==> config.mk <==
export PLATFORM = sky130hd
export DESIGN_NAME = mf_job_sched
export DESIGN_NICKNAME = d
export VERILOG_FILES = /design/src/rtl/mf_job_sched.sv
export SDC_FILE = /design/constraint.sdc
export NUM_CORES = 1
export LEC_CHECK = 0
export ABC_CLOCK_PERIOD_IN_PS = 6300
export CAP_MARGIN = 5
export CORE_MARGIN = 4
export CORE_UTILIZATION = 58
export CTS_CLUSTER_DIAMETER = 30
export CTS_CLUSTER_SIZE = 8
export DETAILED_ROUTE_END_ITERATION = 10
export PLACE_DENSITY = 0.87
export SLEW_MARGIN = 20
export SYNTH_ARGS = -nofsm -noshare
export SYNTH_HDL_FRONTEND = slang
export SYNTH_SLANG_ARGS = --single-unit
==> constraint.sdc <==
create_clock -name clk -period 6.3 [get_ports clk]
set_input_delay 1.26 -clock clk [delete_from_list [all_inputs] [get_ports clk]]
set_output_delay 1.26 -clock clk [all_outputs]
set_load 0.02 [all_outputs]
==> src/rtl/mf_job_sched.sv <==
// -----------------------------------------------------------------------------
// mf_job_sched
// Sequences a dot product longer than one 20-lane mf pass through a single mf
// MAC instance. A job of N chunks is accepted in IDLE. Chunk transfers from the
// operand source are gated into mf via mf_pushin while in ISSUE. The returning
// mf partial results are summed into a wide signed accumulator through ISSUE
// and DRAIN. A one-cycle done pulse follows the N-th result.
// The din/win operand lanes go straight from the source to mf and do not pass
// through this block.
//
// Optional feature macro: MFS_SAT_EN
//   defined   -> the accumulate saturates, and any clamp sets the sticky sat flag
//   undefined -> the accumulate wraps modulo 2^ACC_W, and sat is tied to 0
//
// Parameters
//   CW     width of the job chunk count (largest job is 2^CW-1 chunks)
//   ACC_W  signed accumulator width (at least 32)
//
// Ports
//   clk         rising-edge clock
//   reset       synchronous, active-high
//   job_valid   job request; the requester holds it until job_ready
//   job_nchunk  number of chunks in the job
//   job_ready   high only in IDLE
//   chk_valid   source presents one chunk on the mf lanes
//   chk_ready   high only in ISSUE
//   mf_pushin   chk_valid & chk_ready, in the same cycle as the lane data
//   mf_pushout  mf result strobe
//   mf_res      mf signed 32-bit partial result
//   done        one-cycle pulse; acc_out is final
//   acc_out     signed job sum, held until the next job is accepted
//   busy        high whenever the FSM is not in IDLE
//   err         sticky: a result arrived with none outstanding
//   sat         sticky saturation flag (MFS_SAT_EN only)
// -----------------------------------------------------------------------------
module mf_job_sched #(
  parameter int CW    = 8,
  parameter int ACC_W = 40
) (
  input  logic             clk,
  input  logic             reset,
  input  logic             job_valid,
  input  logic [CW-1:0]    job_nchunk,
  output logic             job_ready,
  input  logic             chk_valid,
  output logic             chk_ready,
  output logic             mf_pushin,
  input  logic             mf_pushout,
  input  logic [31:0]      mf_res,
  output logic             done,
  output logic [ACC_W-1:0] acc_out,
  output logic             busy,
  output logic             err,
  output logic             sat
);

  typedef enum logic [1:0] {IDLE, ISSUE, DRAIN, DONE} state_t;

  state_t         state, state_nxt;
  logic [CW-1:0]  n_chunk;
  logic [CW-1:0]  issued;
  logic [CW-1:0]  returned;
  logic           job_take;
  logic           acc_take;
  logic           stray;
  logic [ACC_W-1:0] res_ext;
  logic [ACC_W-1:0] sum;
  logic [ACC_W-1:0] acc_nxt;
  logic             clamp;

  assign job_ready = (state == IDLE);
  assign chk_ready = (state == ISSUE);
  assign mf_pushin = chk_valid & chk_ready;
  assign busy      = (state != IDLE);
  assign done      = (state == DONE);
  assign job_take  = job_ready & job_valid;

  // A result is accepted only while a job is active and at least one chunk is
  // still in flight. The comparison uses the counters before this cycle's
  // updates, so an issue and a return in the same cycle are both counted.
  assign acc_take = mf_pushout && (state == ISSUE || state == DRAIN) && (returned != issued);
  assign stray    = mf_pushout && !acc_take;

  assign res_ext = {{(ACC_W-32){mf_res[31]}}, mf_res};
  assign sum     = acc_out + res_ext;

`ifdef MFS_SAT_EN
  // Signed overflow happens only when both operands have the same sign and the
  // sum's sign differs from it. The clamp goes toward the operands' sign.
  always_comb begin
    clamp   = (acc_out[ACC_W-1] == res_ext[ACC_W-1]) && (sum[ACC_W-1] != acc_out[ACC_W-1]);
    acc_nxt = sum;
    if (clamp)
      acc_nxt = acc_out[ACC_W-1] ? {1'b1, {(ACC_W-1){1'b0}}} : {1'b0, {(ACC_W-1){1'b1}}};
  end
`else
  assign clamp   = 1'b0;
  assign acc_nxt = sum;
`endif

  // NOTE: sequential state uses non-blocking assignments, so every flop samples the values from before the edge.
  always_ff @(posedge clk) begin
    if (reset) state <= IDLE;
    else       state <= state_nxt;
  end

  // NOTE: next state is given a default first, so no path through the case can infer a latch.
  always_comb begin
    state_nxt = state;
    case (state)
      IDLE:  if (job_valid) state_nxt = (job_nchunk != '0) ? ISSUE : DONE;
      ISSUE: if (mf_pushin && issued == n_chunk - 1'b1) state_nxt = DRAIN;
      // The N-th result can arrive only in DRAIN, because one result per chunk
      // returns at least a cycle after that chunk was issued.
      DRAIN: if (acc_take && returned == n_chunk - 1'b1) state_nxt = DONE;
      DONE:  state_nxt = IDLE;
      default: state_nxt = IDLE;
    endcase
  end

  always_ff @(posedge clk) begin
    if (reset) begin
      n_chunk  <= '0;
      issued   <= '0;
      returned <= '0;
      acc_out  <= '0;
      err      <= 1'b0;
    end else if (job_take) begin
      // A new job clears all job-scoped state. A stray strobe in the same cycle is not recorded.
      n_chunk  <= job_nchunk;
      issued   <= '0;
      returned <= '0;
      acc_out  <= '0;
      err      <= 1'b0;
    end else begin
      if (mf_pushin) issued <= issued + 1'b1;
      if (acc_take) begin
        returned <= returned + 1'b1;
        acc_out  <= acc_nxt;
      end
      if (stray) err <= 1'b1;
    end
  end

`ifdef MFS_SAT_EN
  logic sat_q;
  always_ff @(posedge clk) begin
    if (reset)                sat_q <= 1'b0;
    else if (job_take)        sat_q <= 1'b0;
    else if (acc_take && clamp) sat_q <= 1'b1;
  end
  assign sat = sat_q;
`else
  assign sat = 1'b0;
`endif

endmodule

-- Yosys cells after proc, flatten, opt, wreduce, memory -nomap -nowiden
Cells that the tools add are included.
- register bits: 67
- input port bits: 45
- output and inout bits: 47
- logic and storage cells: 38
- add/subtract/negate cells: 4
- eq/ne operators: 9
- multiplexer cells: 5
- bitwise operators: 2
- reductions and logical operators: 12
- operator list (cell ; count):
    $add 40x40->40 ; 1
    $add 8x1->8 const B ; 2
    $eq 8x8->1 ; 2
    $mux 2 ; 4
    $ne 8x8->1 ; 1
    $pmux 2 s4 ; 1
    $reduce_bool 8->1 ; 1
    $sub 8x1->8 const B ; 1
    $logic_and 1x1->1 ; 5
    $eq 2x2->1 const B ; 2
    $ne 2x1->1 const B ; 2
    $reduce_and 3->1 ; 1
    $and 1x1->1 ; 2
    $eq 2x1->1 const B ; 1
    $logic_not 2->1 ; 1
    $ne 2x2->1 const B ; 1
    $reduce_bool 2->1 ; 1
    $reduce_or 2->1 ; 1
    $logic_not 1->1 ; 1
    $logic_or 1x1->1 ; 1

-- Logic depth before layout (Yosys ltp)
- depth after elaboration: 7
- depth in mapped cells: 11
- mapped depth without buffers: 11

-- Worst setup path after synthesis
No wires, ideal clock.
- kind: input port to flip-flop
- start point: in mf_res[0]
- end point: reg acc_out[38]
- data arrival time: 3.361 ns
- slack: 2.806 ns
- stages: 11
- buffers on the path: 0
- cells stage by stage: ha_1 fa_1 a21oi_1 o211ai_2 nand3_2 a31oi_4 a21oi_4 o31ai_4 a2111oi_2 mux2i_1 a21oi_1
- longest elaborated chain between the ends: 1
- ends and longest elaborated chain (element ; line ; text):
    from (decl) ; 49 ; input logic [31:0] mf_res,
    $add 40x40->40 ; 85 ; assign sum = acc_out + res_ext;
    to (signal assigned) ; 139 ; acc_out <= acc_nxt;
    to (decl) ; 51 ; output logic [ACC_W-1:0] acc_out,
No other way between the ends.
A chain may end at the register's enable or synchronous reset.

-- Worst setup path after layout
- start point: in chk_valid
- end point: out mf_pushin
- longest elaborated chain between the ends: 1
- ends and longest elaborated chain (element ; line ; text):
    from (decl) ; 45 ; input logic chk_valid,
    $and 1x1->1 ; 73 ; assign mf_pushin = chk_valid & chk_ready;
    to (decl) ; 47 ; output logic mf_pushin,
No other way between the ends.

==> impl_table.tex <==
\begin{tabular}{lr}
\hline
Metric & Value \\
\hline
\multicolumn{2}{l}{\textbf{Timing}} \\
\quad Unrepaired setup endpoints after global routing & no \\
\quad Normalized max-slew margin & 0.3008 \\
\quad Worst path setup slack after routing & 2.418 ns \\
\quad Setup TNS after final layout & 0 ns \\
\quad Number of failing setup endpoints in the final timing report & 0 \\
\quad Timing-limited maximum frequency & between 200 and 300 MHz \\
\quad Final min period & 3.882 ns \\
\quad Final setup skew & a little under 0.01 ns \\
\quad Worst Max-Slew Pin Slew & 1.049 ns \\
\quad Worst Hold Slack & $\sim$0.47 ns \\
\quad Period Utilization, post-route & 0.6161 \\
\quad Number of hold violations in the final report & 0 \\
\quad Final max-slew violation count & 0 \\
\multicolumn{2}{l}{\textbf{Setup path}} \\
\quad Crit path kind & primary input to output port \\
\quad Worst Path Required & approximately 5.0 ns \\
\quad Critical path arrival & roughly 2.6 ns \\
\quad Worst setup SP type & primary input \\
\quad Cell repeated most along the worst path & sky130\_fd\_sc\_hd\_\_clkdlybuf4s50\_1 \\
\quad Critical path depth in cells & 4 \\
\quad CP Max Fanout & 5 \\
\quad Sequence of cells on the critical path & clkdlybuf4s50\_1, nand2\_1, inv\_1, clkdlybuf4s50\_1 \\
\quad Setup crit end kind & output port \\
\quad Dominant delay contributor by cell family on the critical path & buffers and inverters \\
\quad Worst reg-to-reg path cell count & 9 \\
\quad Delay of the slowest cell on the worst path & approximately 0.63 ns \\
\quad Total buffers and inverters traversed by the critical path & 3 \\
\quad Max stage delay cell, worst path & sky130\_fd\_sc\_hd\_\_clkdlybuf4s50\_1 \\
\multicolumn{2}{l}{\textbf{Layout}} \\
\quad Fraction of layout cells with a size suffix above 1 & 0.06106 \\
\quad Growth of design area from synthesis to finish & 21.24\% \\
\quad Antenna cells & 0 \\
\quad Post-layout net count & between 800 and 900 \\
\quad Final non-filler cell total & about 850 \\
\multicolumn{2}{l}{\textbf{Detailed routing}} \\
\quad Detailed Routing Iterations Pass 1 & 5 \\
\quad DRC Markers & 0 \\
\quad Via-to-Cell Ratio & 6.062 \\
\quad Post-DRT Antenna Nets & 0 \\
\quad Iteration-0 DRC count of the detailed router & 342 \\
\quad Post-DR wirelength/cell & 16.54 µm \\
\quad Vias & slightly above 5,000 \\
\quad DRT Wirelength & about 14,000 µm \\
\multicolumn{2}{l}{\textbf{Power and ir drop}} \\
\quad Power density of the placed cells & about 200 nW/µm² \\
\quad Leakage power of the design & 2.463 nW \\
\quad IR Drop Worst-Case VDD & about 0.00016 V \\
\quad Post-route total power & between 0.001 and 0.0015 W \\
\multicolumn{2}{l}{\textbf{Synthesis}} \\
\quad Synth unique cells & 68 \\
\quad Leading register cell type out of synthesis & sky130\_fd\_sc\_hd\_\_dfxtp\_1 \\
\quad Ys async rst share & 0 \\
\quad Cell type with the highest aggregate area in the netlist & sky130\_fd\_sc\_hd\_\_dfxtp\_1 \\
\quad Cell types with the highest counts after synthesis & sky130\_fd\_sc\_hd\_\_nand2\_1 (95), sky130\_fd\_sc\_hd\_\_a21oi\_1 (82), sky130\_fd\_sc\_hd\_\_dfxtp\_1 (67), sky130\_fd\_sc\_hd\_\_xnor2\_1 (51) \\
\quad Number of flops mapped to enable cells by yosys & 0 \\
\quad Sequential-to-total area share from yosys stat & 0.2596 \\
\quad Leading cell type by number of instances after synthesis & sky130\_fd\_sc\_hd\_\_nand2\_1 \\
\quad Synth Register Bits & 67 \\
\quad Total nets after synthesis & around 750 \\
\quad Top cells by area in the synthesized netlist & sky130\_fd\_sc\_hd\_\_dfxtp\_1 (26\%), sky130\_fd\_sc\_hd\_\_ha\_1 (11\%), sky130\_fd\_sc\_hd\_\_xnor2\_1 (8.6\%), sky130\_fd\_sc\_hd\_\_a21oi\_1 (7.9\%), sky130\_fd\_sc\_hd\_\_nand2\_1 (6.9\%) \\
\quad Synthesized area per cell & about 7.8 µm² \\
\quad Top-area cell type share of the netlist area & 0.2596 \\
\quad Cell area after synthesis & 5166 µm² \\
\quad Gate Count Post-Synth & between 600 and 700 \\
\quad Synth warnings & 0 \\
\multicolumn{2}{l}{\textbf{Run status}} \\
\quad Outcome & finished, final reports clean \\
\multicolumn{2}{l}{\textbf{CTS}} \\
\quad Later-pin clock latency in the skew report & 0.36 ns \\
\quad Clock Sink Count & 67 \\
\quad Root buffer selected by CTS & sky130\_fd\_sc\_hd\_\_clkbuf\_8 \\
\quad Hold\_buf cts & 0 \\
\quad Number of resized instances in the post-cts repair step & 0 \\
\quad Worst-path clk slew & approximately 0.080 ns \\
\quad TritonCTS clock tree & yes \\
\quad Post-CTS Setup Bufs & 0 \\
\quad Level count of the clock H-tree & 3 \\
\quad Number of clock buffers inserted by TritonCTS & 9 \\
\quad Number of buffers on the longest clock path & 2 \\
\multicolumn{2}{l}{\textbf{GRT}} \\
\quad Initial antenna violation count & 0 \\
\quad Leftover overflow at the end of global routing & 0 \\
\quad Via count of the first global-routing pass & approximately 5,000 \\
\quad All-layer global routing usage & 0.2739 \\
\quad Largest net degree at the start of global routing & 52 \\
\quad Wire length of the first global-routing pass & $\sim$23,000 µm \\
\multicolumn{2}{l}{\textbf{Floorplan}} \\
\quad Initial Utilization & 0.5953 \\
\quad Number of top-level pins & approximately 90 \\
\quad Area enclosed by the die boundary & approximately 10,000 µm² \\
\quad Horizontal extent of the die & roughly 100 µm \\
\quad DIE HEIGHT & 102.4 µm \\
\quad Number of standard-cell rows in the floorplan & 34 \\
\quad Area inside the core boundary & 8678 µm² \\
\multicolumn{2}{l}{\textbf{Worst hold path}} \\
\quad Path type of the worst min-delay path & flip-flop to flip-flop \\
\quad Number of stages on the worst hold path & 2 \\
\multicolumn{2}{l}{\textbf{Placement}} \\
\quad Final weighted congestion in routability-driven placement & between 0.9 and 1 \\
\quad Count of buffers from port buffering & 90 \\
\quad Post-DP HPWL & 10,380 µm \\
\quad Worst setup timing slack at the placement stage & approximately 2.1 ns \\
\quad Number of placed instances with taps included & roughly 830 \\
\multicolumn{2}{l}{\textbf{Job}} \\
\quad Maximum capacitance violations & 0 \\
\hline
\end{tabular}
[layer usage]
layer	routed length, µm	vias to the layer above	track usage	share of wire
li1	-	2498	-	-
met1	5958	2398	0.3367	0.43
met2	6742	189	0.4713	0.48
met3	970	37	0.05870	0.069
met4	302	0	0.09889	0.022
met5	0	-	0	0
[where the power goes]
part,internal [W],leakage [nW],switching [W]
Clock,0.000153,0.0843,0.000184
Combinational,0.000186,1.84,0.000268
Sequential,0.000445,0.541,0.0000234
Total,0.000783,2.46,0.000475
[registers in the layout (all words and copies together), names as in the netlist]
| name | flops |
|---|---|
| issued | 8 |
| acc_out | 40 |
| returned | 8 |
| err | 1 |
| state | 2 |
| n_chunk | 8 |
[stage by stage]
step,utilization,instance area (µm²)
after floorplan,-,5166
after detailed placement,0.7011,6085
after global routing,0.7217,6264
after CTS,0.7217,6264
after global placement,0.7011,6085
final,0.7217,6264
[placed cells by master (no fill, tap or decap), types with 3 or more instances in the layout]
master,n
sky130_fd_sc_hd__nor3_1,9
sky130_fd_sc_hd__nor4_1,6
sky130_fd_sc_hd__inv_1,15
sky130_fd_sc_hd__a21oi_2,3
sky130_fd_sc_hd__o21ai_0,15
sky130_fd_sc_hd__nand3_1,32
sky130_fd_sc_hd__or3_1,5
sky130_fd_sc_hd__xor2_1,21
sky130_fd_sc_hd__dfxtp_1,67
sky130_fd_sc_hd__nor2_1,45
sky130_fd_sc_hd__a21o_1,19
sky130_fd_sc_hd__a21oi_1,82
sky130_fd_sc_hd__clkbuf_8,10
sky130_fd_sc_hd__o21ai_2,4
sky130_fd_sc_hd__ha_1,46
sky130_fd_sc_hd__nand2_1,95
sky130_fd_sc_hd__buf_4,3
sky130_fd_sc_hd__o21a_1,6
sky130_fd_sc_hd__nor2b_1,3
sky130_fd_sc_hd__nand4_1,10
sky130_fd_sc_hd__o21ai_1,10
sky130_fd_sc_hd__clkdlybuf4s50_1,90
sky130_fd_sc_hd__clkinvlp_4,3
sky130_fd_sc_hd__o211ai_1,6
sky130_fd_sc_hd__and3_1,10
sky130_fd_sc_hd__a211oi_1,9
sky130_fd_sc_hd__xnor2_1,51
sky130_fd_sc_hd__a41oi_1,3
[worst paths after layout]
kind / startpoint / end / slack, ns
hold / removal: acc_out[9]$_SDFFE_PP0P_ / acc_out[9]$_SDFFE_PP0P_ / 0.47
setup reg to reg: state[0]$_SDFFE_PP0P_ / state[1]$_SDFFE_PP0P_ / 3.46
setup / recovery: chk_valid / mf_pushin / 2.42
hold reg to reg: acc_out[9]$_SDFFE_PP0P_ / acc_out[9]$_SDFFE_PP0P_ / 0.47
[cell type report]
type,instances,area [µm²]
Clock buffer,10,137.6
Timing Repair Buffer,93,923.4
Sequential cell,67,1341
Fill cell,683,2415
Clock inverter,6,41.29
Inverter,17,63.81
Tap cell,108,135.1
Multi-Input combinational cell,544,3621
[kinds of logic (layout without fill, tap and decap cells)]
group,Yosys count,in the layout,share of synthesized area
AOI/OAI and AO/OA,191,191,0.2531
xor gates and xnor gates,72,72,0.1221
adders and majority gates,47,47,0.1153
buffers and inverters,49,126,0.04044
DFF,67,67,0.2596
muxes,2,2,0.003875
other,1,1,0.0007259
and+or+nand+nor,231,231,0.2049
[worst register-to-register path, stage by stage (launching register included)]
cell	delay (ns)
sky130_fd_sc_hd__dfxtp_1	0.37
sky130_fd_sc_hd__inv_1	0.09
sky130_fd_sc_hd__ha_1	0.32
sky130_fd_sc_hd__o21ai_1	0.11
sky130_fd_sc_hd__nor2_2	0.79
sky130_fd_sc_hd__nand3_1	0.15
sky130_fd_sc_hd__o41ai_1	0.29
sky130_fd_sc_hd__o211ai_1	0.20
sky130_fd_sc_hd__a211oi_1	0.29
sky130_fd_sc_hd__a211oi_1	0.09
Power figures use the tool's default switching activity.
